===== src/rtl/pp_accumulator_pkg.sv =====
// Shared types and default widths for the partial-product accumulator.
package pp_acc_pkg;

    localparam int unsigned PP_W  = 34;
    localparam int unsigned ACC_W = 48;
    localparam int unsigned CNT_W = 16;
    localparam int unsigned SUM_W = PP_W + 2;
    localparam int unsigned LANES = 4;

    typedef enum logic [1:0] {
        IDLE,
        ACCUM,
        FLUSH,
        DONE
    } acc_state_e;

    typedef logic signed [PP_W-1:0] pp_t;
    typedef pp_t pp_vec_t [LANES];

endpackage


===== src/rtl/pp_accumulator_if.sv =====
// Core-side bus of the accumulator: op control, beat handshake, result handshake.
interface pp_accumulator_if #(
    parameter int unsigned PP_W  = pp_acc_pkg::PP_W,
    parameter int unsigned CNT_W = pp_acc_pkg::CNT_W
);

    logic                   start_i;
    logic [CNT_W-1:0]       num_beats_i;
    logic                   normal_mul_i;
    logic                   in_valid_i;
    logic                   in_ready_o;
    logic signed [PP_W-1:0] partial_prods_i [pp_acc_pkg::LANES];
    logic                   res_valid_o;
    logic                   res_ready_i;
    logic [31:0]            result_o;
    logic                   busy_o;
    logic                   overflow_o;

    modport master (
        output start_i, num_beats_i, normal_mul_i, in_valid_i, partial_prods_i, res_ready_i,
        input  in_ready_o, res_valid_o, result_o, busy_o, overflow_o
    );

    modport slave (
        input  start_i, num_beats_i, normal_mul_i, in_valid_i, partial_prods_i, res_ready_i,
        output in_ready_o, res_valid_o, result_o, busy_o, overflow_o
    );

endinterface


===== src/rtl/pp_accumulator_adder_tree.sv =====
// Combinational signed 4-lane reduction; normal_mul passes lane 0 through alone.
module pp_adder_tree #(
    parameter int unsigned PP_W  = pp_acc_pkg::PP_W,
    parameter int unsigned SUM_W = PP_W + 2
) (
    input  logic signed [PP_W-1:0]  pp [pp_acc_pkg::LANES],
    input  logic                    normal_mul,
    output logic signed [SUM_W-1:0] sum
);

    logic signed [SUM_W-1:0] pair_lo;
    logic signed [SUM_W-1:0] pair_hi;

    always_comb begin
        pair_lo = SUM_W'(pp[0]) + SUM_W'(pp[1]);
        pair_hi = SUM_W'(pp[2]) + SUM_W'(pp[3]);
        sum     = normal_mul ? SUM_W'(pp[0]) : pair_lo + pair_hi;
    end

endmodule


===== src/rtl/pp_accumulator.sv =====
// Dot-product accumulator: input register, registered adder tree, accumulate, result hold.
// Build option PP_ACC_SATURATE_EN clamps the result on overflow instead of wrapping.
module pp_accumulator #(
    parameter int unsigned PP_W  = pp_acc_pkg::PP_W,
    parameter int unsigned ACC_W = pp_acc_pkg::ACC_W,
    parameter int unsigned CNT_W = pp_acc_pkg::CNT_W
) (
    input logic             clk_i,
    input logic             rst_ni,
    pp_accumulator_if.slave bus
);

    import pp_acc_pkg::*;

    localparam int unsigned TREE_W = PP_W + 2;

    acc_state_e               state_q;
    acc_state_e               state_d;
    logic [CNT_W-1:0]         cnt_q;
    logic                     mode_mul_q;
    logic                     in_valid_q;
    logic signed [PP_W-1:0]   in_pp_q [LANES];
    logic                     s1_valid_q;
    logic signed [TREE_W-1:0] s1_sum_q;
    logic signed [TREE_W-1:0] tree_sum;
    logic signed [ACC_W-1:0]  acc_q;
    logic signed [ACC_W-1:0]  acc_sum;
    logic                     ovf_q;
    logic                     start_op;
    logic                     accept;
    logic                     acc_oor;

    pp_adder_tree #(
        .PP_W  (PP_W),
        .SUM_W (TREE_W)
    ) u_tree (
        .pp         (in_pp_q),
        .normal_mul (mode_mul_q),
        .sum        (tree_sum)
    );

    always_comb begin
        start_op = (state_q == IDLE) && bus.start_i;
        accept   = (state_q == ACCUM) && (cnt_q != '0) && bus.in_valid_i;
        acc_sum  = acc_q + ACC_W'(s1_sum_q);
        acc_oor  = acc_sum[ACC_W-1:31] != {(ACC_W-31){acc_sum[31]}};
    end

    always_ff @(posedge clk_i) begin
        if (!rst_ni) begin
            state_q <= IDLE;
        end else begin
            state_q <= state_d;
        end
    end

    always_comb begin
        state_d = state_q;
        case (state_q)
            IDLE: begin
                if (bus.start_i) begin
                    state_d = (bus.normal_mul_i || (bus.num_beats_i != '0)) ? ACCUM : DONE;
                end
            end
            ACCUM: begin
                if (accept && (cnt_q == CNT_W'(1))) begin
                    state_d = FLUSH;
                end
            end
            FLUSH: begin
                // Input register drained: the sum still in S1 lands in acc on this same edge.
                if (!in_valid_q) begin
                    state_d = DONE;
                end
            end
            DONE: begin
                if (bus.res_ready_i) begin
                    state_d = IDLE;
                end
            end
            default: state_d = IDLE;
        endcase
    end

    always_comb begin
        bus.in_ready_o  = (state_q == ACCUM) && (cnt_q != '0);
        bus.res_valid_o = (state_q == DONE);
        bus.busy_o      = (state_q != IDLE);
        bus.overflow_o  = (state_q == DONE) && ovf_q;
        bus.result_o    = '0;
        if (state_q == DONE) begin
`ifdef PP_ACC_SATURATE_EN
            if (ovf_q) begin
                bus.result_o = acc_q[ACC_W-1] ? 32'h8000_0000 : 32'h7FFF_FFFF;
            end else begin
                bus.result_o = acc_q[31:0];
            end
`else
            bus.result_o = acc_q[31:0];
`endif
        end
    end

    always_ff @(posedge clk_i) begin
        if (!rst_ni) begin
            cnt_q      <= '0;
            mode_mul_q <= 1'b0;
            in_valid_q <= 1'b0;
            in_pp_q    <= '{default: '0};
            s1_valid_q <= 1'b0;
            s1_sum_q   <= '0;
            acc_q      <= '0;
            ovf_q      <= 1'b0;
        end else begin
            in_valid_q <= accept;
            if (accept) begin
                in_pp_q <= bus.partial_prods_i;
            end
            s1_valid_q <= in_valid_q;
            if (in_valid_q) begin
                s1_sum_q <= tree_sum;
            end
            if (start_op) begin
                acc_q      <= '0;
                ovf_q      <= 1'b0;
                mode_mul_q <= bus.normal_mul_i;
                cnt_q      <= bus.normal_mul_i ? CNT_W'(1) : bus.num_beats_i;
            end else begin
                if (accept) begin
                    cnt_q <= cnt_q - CNT_W'(1);
                end
                if (s1_valid_q) begin
                    acc_q <= acc_sum;
                    ovf_q <= ovf_q | acc_oor;
                end
            end
        end
    end

endmodule


===== src/flat_wrapper.sv =====
// flat-port wrapper written by rule: the top's interface ports become plain ports
module pp_accumulator_flat import pp_acc_pkg::*;
#(
    parameter int unsigned PP_W  = pp_acc_pkg::PP_W,
    parameter int unsigned ACC_W = pp_acc_pkg::ACC_W,
    parameter int unsigned CNT_W = pp_acc_pkg::CNT_W
)
  (clk_i, rst_ni, bus_start_i, bus_num_beats_i, bus_normal_mul_i, bus_in_valid_i, bus_partial_prods_i, bus_res_ready_i, bus_in_ready_o, bus_res_valid_o, bus_result_o, bus_busy_o, bus_overflow_o);
  pp_accumulator_if #(.PP_W(PP_W), .CNT_W(CNT_W)) bus_i ();
  input logic clk_i;
  input logic rst_ni;
  input wire logic [$bits(bus_i.start_i)-1:0] bus_start_i;
  input wire logic [$bits(bus_i.num_beats_i)-1:0] bus_num_beats_i;
  input wire logic [$bits(bus_i.normal_mul_i)-1:0] bus_normal_mul_i;
  input wire logic [$bits(bus_i.in_valid_i)-1:0] bus_in_valid_i;
  input wire logic [$bits(bus_i.partial_prods_i)-1:0] bus_partial_prods_i;
  input wire logic [$bits(bus_i.res_ready_i)-1:0] bus_res_ready_i;
  output wire logic [$bits(bus_i.in_ready_o)-1:0] bus_in_ready_o;
  output wire logic [$bits(bus_i.res_valid_o)-1:0] bus_res_valid_o;
  output wire logic [$bits(bus_i.result_o)-1:0] bus_result_o;
  output wire logic [$bits(bus_i.busy_o)-1:0] bus_busy_o;
  output wire logic [$bits(bus_i.overflow_o)-1:0] bus_overflow_o;
  assign bus_i.start_i = bus_start_i;
  assign bus_i.num_beats_i = bus_num_beats_i;
  assign bus_i.normal_mul_i = bus_normal_mul_i;
  assign bus_i.in_valid_i = bus_in_valid_i;
  assign bus_i.partial_prods_i = {>>{bus_partial_prods_i}};
  assign bus_i.res_ready_i = bus_res_ready_i;
  assign bus_in_ready_o = bus_i.in_ready_o;
  assign bus_res_valid_o = bus_i.res_valid_o;
  assign bus_result_o = bus_i.result_o;
  assign bus_busy_o = bus_i.busy_o;
  assign bus_overflow_o = bus_i.overflow_o;
  pp_accumulator #(.PP_W(PP_W), .ACC_W(ACC_W), .CNT_W(CNT_W)) u_core (.clk_i(clk_i), .rst_ni(rst_ni), .bus(bus_i));
endmodule

===== config.mk =====
export PLATFORM = sky130hd
export DESIGN_NAME = pp_accumulator_flat
export DESIGN_NICKNAME = d
export VERILOG_FILES = /design/src/rtl/pp_accumulator_pkg.sv /design/src/rtl/pp_accumulator_if.sv /design/src/rtl/pp_accumulator_adder_tree.sv /design/src/rtl/pp_accumulator.sv /design/src/flat_wrapper.sv
export SDC_FILE = /design/constraint.sdc
export NUM_CORES = 1
export LEC_CHECK = 0
export BUFFER_PORTS_ARGS = -buffer_cell sky130_fd_sc_hd__buf_2
export CORE_MARGIN = 2
export CORE_UTILIZATION = 50
export CTS_BUF_LIST = sky130_fd_sc_hd__clkbuf_8
export CTS_CLUSTER_DIAMETER = 200
export DETAILED_ROUTE_END_ITERATION = 8
export PLACE_DENSITY = 0.67
export SYNTH_ARGS = -nofsm -noshare
export SYNTH_HDL_FRONTEND = slang
export SYNTH_SLANG_ARGS = --single-unit

===== constraint.sdc =====
create_clock -name clk_i -period 5.9 [get_ports clk_i]
set_clock_uncertainty 0.05 [all_clocks]
set_input_delay 0.885 -clock clk_i [delete_from_list [all_inputs] [get_ports clk_i]]
set_output_delay 0.885 -clock clk_i [all_outputs]
set_load 0.005 [all_outputs]

# Word level (Yosys, flattened, before mapping)
# Index checks and enable logic that the tools add are counted.
# totals
inputBits	158
output_inout_bits	36
word_cells	52
reg_bits	242
# op_classes
reduce_logical	13
eq_ne	9
n_mux	11
addsub	5
bitwise	2
# op_table
operator	count
$add 34x34->35	2
$add 48x36->48	1
$mux 16	3
$add 35x35->36	1
$mux 36	1
$mux 32	1
$reduce_bool 16->1	2
$eq 16x1->1 const B	1
$ne 16x16->1	1
$sub 16x1->16 const B	1
$mux 2	5
$pmux 2 s4	1
$ne 2x2->1 const B	3
$logic_and 1x1->1	5
$eq 2x2->1 const B	2
$reduce_and 4->1	1
$reduce_bool 2->1	2
$eq 2x1->1 const B	1
$logic_not 2->1	1
$ne 2x1->1 const B	1
$reduce_or 2->1	1
$logic_or 1x1->1	1
$not 1->1	1
$or 1x1->1	1

# Longest topological paths before layout
# depth
word_depth	6
mapped_depth	18

# Cells and area by module
# A second synthesis with hierarchy kept.
# unflattened
hier_cells	2101
hier_area_um2	16326.9
# by_module_without_submodules
mod	cells_per_inst	area_per_inst_um2	n_inst
pp_accumulator	1501	11990.2	1
pp_adder_tree	600	4336.7	1

# Worst setup path after synthesis
# Ideal clock, no wire load.
# synth_path
path_type	reg-to-reg
startpoint	register u_core.in_pp_q[1] (netlist name)
endpoint	register u_core.s1_sum_q[35]
setup_ns	0.069
path_slack_ns	1.752
arrival_ns	4.029
required_ns	5.781
synth_period_minus_slack_ns	4.148
path_stages_with_launch	19
path_cell_list	dfxtp_1 inv_1 fa_1 fa_1 inv_1 ha_1 inv_1 fa_1 nor2b_1 o21ai_1 a21oi_1 o21ai_1 o31ai_1 a211o_1 a31oi_1 o31ai_1 xnor2_1 a211o_1 o21ai_1
# synth_between
elab_chain_cells	3
# synth_rtl
item	line	rtl
from (decl)	pp_accumulator.sv:22	logic signed [PP_W-1:0] in_pp_q [LANES];
from (signal assigned)	pp_accumulator.sv:117	in_pp_q <= bus.partial_prods_i;
$add 34x34->35	pp_accumulator_adder_tree.sv:16	pair_hi = SUM_W'(pp[2]) + SUM_W'(pp[3]);
$add 35x35->36	pp_accumulator_adder_tree.sv:17	sum = normal_mul ? SUM_W'(pp[0]) : pair_lo + pair_hi;
$mux 36	pp_accumulator_adder_tree.sv:17	
to (signal assigned)	pp_accumulator.sv:121	s1_sum_q <= tree_sum;
to (decl)	pp_accumulator.sv:24	logic signed [TREE_W-1:0] s1_sum_q;
# No other way between the ends.
# A chain may end at the register's enable or synchronous reset.

# Final worst setup path
# layout_path
startpoint	register u_core.in_pp_q[2] (netlist name)
endpoint	register u_core.s1_sum_q[34]
# Same word-level chain as after synthesis.

==> results.md <==
- Post-Place Worst Slack: 1351 ps
- Post-CTS resize count: 0
- Post-synthesis sequential area ratio: 0.2948
- Worst Path Required: 6370 ps
- Setup TNS: 0 ps
- Synth top area share: 0.2948
- CP Class: register to register
- Antenna violations before repair: 0
- Yosys reg bits: 242
- Cell with the most instances after synthesis: nand2_1
- Largest area contributor in the netlist: dfxtp_1
- Crit. End Element: register
- Mapped Cells: 2057
- Syn Nets: 2374
- Worst-Skew Late Latency: 600 ps
- Multi-input gate area: 0.01031 sq mm
- Worst Setup Slack, final: 1388 ps
- Number of global-route vias before repair: 13630
- CP peak stage delay: 590 ps
- # IOs: 194
- Critical Path AT: 4980 ps
- Clock root cell: clkbuf_8
- DR iter-0 viols: 743
- Vias per cell: 5.290
- Initial cell density of the core: 0.5064
- Sink Count: 242
- Most used DFF post-synth: dfxtp_1
- Yosys cell types: 69
- Commonest cells post-synth: 350 x nand2_1, 242 x dfxtp_1, 224 x inv_1
- Switching share of total power: 0.3708
- Antenna viol nets, final: 0
- Port Buf Inserts: 193
- Gr ovfl total: 0
- Max-Cap Viols: 0
- Inserted Diodes: 0
- CTS tree: done
- First-pass GRT wire length: 67.82 mm
- Routed WL per cell: 15.59 um
- WL final: 41.65 mm
- Asr flop ratio synth: 0
- Die footprint: 0.03434 sq mm
- Tightest Pin Transition: 973.6 ps
- Clk pin slew, worst setup/hold paths: 60 ps
- Total Power: 5720 uW
- Comb power frac: 0.342
- Critical Path Start Type: register
- Worst path cell trace: inv_1, fa_1, fa_1, inv_1, ha_1, a211oi_1, o211ai_1, a31oi_1, nand3b_1, a221oi_1, o21ai_0, a41oi_1, a21oi_1, nor4_1, a21oi_1, a31oi_1
- CTS Hold Bufs: 0
- Synth Cell Area: 0.01643 sq mm
- PD cells: 307.9 mW/mm^2
- Area Overhead vs Synth: 13.06%
- Final Hold Viols: 0
- Yosys Warn Count: 0
- Relative slew margins: 0.3510
- Slew Viols, Final: 0
- Final HPWL from detailed placement: 31.38 mm
- Fmax: 0.2216 GHz
- Peak VDD IR: 0.2042 mV
- Slowest-stage cell, CP: fa_1
- DIE WIDTH: 185.3 um
- Hold Path Class: register to register
- Drt first pass iters: 5
- Post-CTS Setup Bufs: 0
- Tmin final: 4512 ps
- Result of the run: finished clean
- RSZ-0062 raised after global routing: no
- Core area: 0.03245 sq mm
- Final GP Congestion: 0.9090
- Clock buffer depth: 3
- Switch Pwr: 2121 uW
- Final period util: 0.7648
- Clock Power Share: 0.308
- Total Routing Usage GR: 0.2448
- Power Internal: 3599 uW
- Cells after DPL: 2591
- Worst Path Max Fanout: 3
- Vias: 14140
- # setup viols final: 0
- H-tree lvl count: 2
- Synth area leaders: dfxtp_1 29%, fa_1 8.5%, nand2_1 8.0%
- Seq. cell area: 0.004848 sq mm
- CTS Buf Count: 44
- Synth Area per Inst: 7.990 sq um
- Remaining DRCs: 0
- Leakage power: 0.008124 uW
- Fill cells: 3116
- Largest net degree at the start of global routing: 79
- Final std cells w/o fill: 2672
- Nets: 2512
- Layout cells sized above 1: 0.1345
- Post-synth EDFFs: 0
- Row Count: 66
- Sequential power share: 0.350
- Die height: 185.3 um
-- layout by cell type, fill, tap and decap left out, types with 6 or more instances in the layout --
cell type / instances
nand2_1: 349
o21bai_1: 10
nand4_1: 29
ha_1: 89
o211a_1: 17
nor3_1: 19
xnor2_1: 43
buf_2: 192
dfxtp_1: 239
a21oi_1: 116
nor2_1: 110
and2_1: 43
o211ai_1: 18
a211oi_1: 22
and3_1: 16
xor2_1: 35
mux2i_1: 41
o21ai_0: 74
o21ai_1: 10
nor2b_1: 18
a21boi_0: 141
a31oi_1: 12
or2_2: 6
nor4_1: 10
o21a_1: 9
nand3_1: 16
buf_4: 10
nand2b_1: 13
inv_1: 236
clkbuf_8: 61
fa_1: 70
nor3b_1: 7
a21o_1: 53
-- worst max-delay path: cells and delay by family (launching register included) --
| kind | cells | cell delay [ps] |
|---|---|---|
| simple gates | 2 | 390 |
| buf+inv | 2 | 120 |
| compound gates | 9 | 2170 |
| flops | 1 | 320 |
| fa+ha+maj | 3 | 1390 |
-- worst paths after layout --
path,from,endpoint,slack [ps],cells past startpoint
worst max-delay path,u_core.in_pp_q[2]$_SDFFE_PN0P_,u_core.s1_sum_q[34]$_SDFFE_PN0P_,1390,16
worst min-delay path,u_core.in_pp_q[22]$_SDFFE_PN0P_,u_core.in_pp_q[22]$_SDFFE_PN0P_,410,2
worst max register to register,u_core.in_pp_q[2]$_SDFFE_PN0P_,u_core.s1_sum_q[34]$_SDFFE_PN0P_,1390,16
worst min register to register,u_core.in_pp_q[22]$_SDFFE_PN0P_,u_core.in_pp_q[22]$_SDFFE_PN0P_,410,2
-- per-layer routing --
metal	GRT usage	part of all wire	vias to the layer above	routed length (um)
met4	0.06825	0.021	0	893
met2	0.3645	0.42	343	17400
met3	0.03775	0.051	58	2124
met1	0.3647	0.51	6548	21230
met5	0	0	-	0
li1	-	-	7187	-
-- per-stage QoR --
step	hold slack, ps	area, sq um	utilization
CTS	415.1	18580	0.5725
detailed placement	406.9	17580	0.5418
global placement	401.9	17580	0.5418
global route	433.4	18580	0.5725
floorplan	393.5	16430	-
finish	411.6	18580	0.5725
-- state kept, by name, summed over array words and instances (netlist names) --
name,count
u_core.state_q,2
u_core.in_pp_q,136
u_core.ovf_q,1
u_core.s1_sum_q,36
u_core.in_valid_q,1
u_core.cnt_q,16
u_core.s1_valid_q,1
u_core.mode_mul_q,1
u_core.acc_q,48
-- cell families after synthesis --
logic type               Yosys count  synth area share
AO/OA/AOI/OAI                    545            0.2263
XOR/XNOR                          78           0.04157
adder cells (fa/ha/maj)          159            0.1530
multiplexers                      41           0.02497
buffers and inverters            334           0.07872
AND/OR/NAND/NOR                  658            0.1806
flip-flops                       242            0.2948
-- cell type report --
cell class                      count  area share
Timing Repair Buffer              202     0.05576
Clock inverter                     20    0.008418
Tap cell                          442     0.02976
Inverter                          224     0.04525
Multi-Input combinational cell   1481      0.5547
Clock buffer                       61     0.04519
Sequential cell                   242      0.2609
-- power by group through the flow --
stage / logic [uW] / clock network (uW) / registers [uW]
2_1_floorplan: 1490 / 0 / 1980
3_3_place_gp: 1910 / 0 / 2030
3_5_place_dp: 1950 / 0 / 2040
4_1_cts: 1960 / 1810 / 2000
5_1_grt: 2230 / 1880 / 2030
6_report: 1960 / 1760 / 2000
Power figures use the tool's default switching activity.
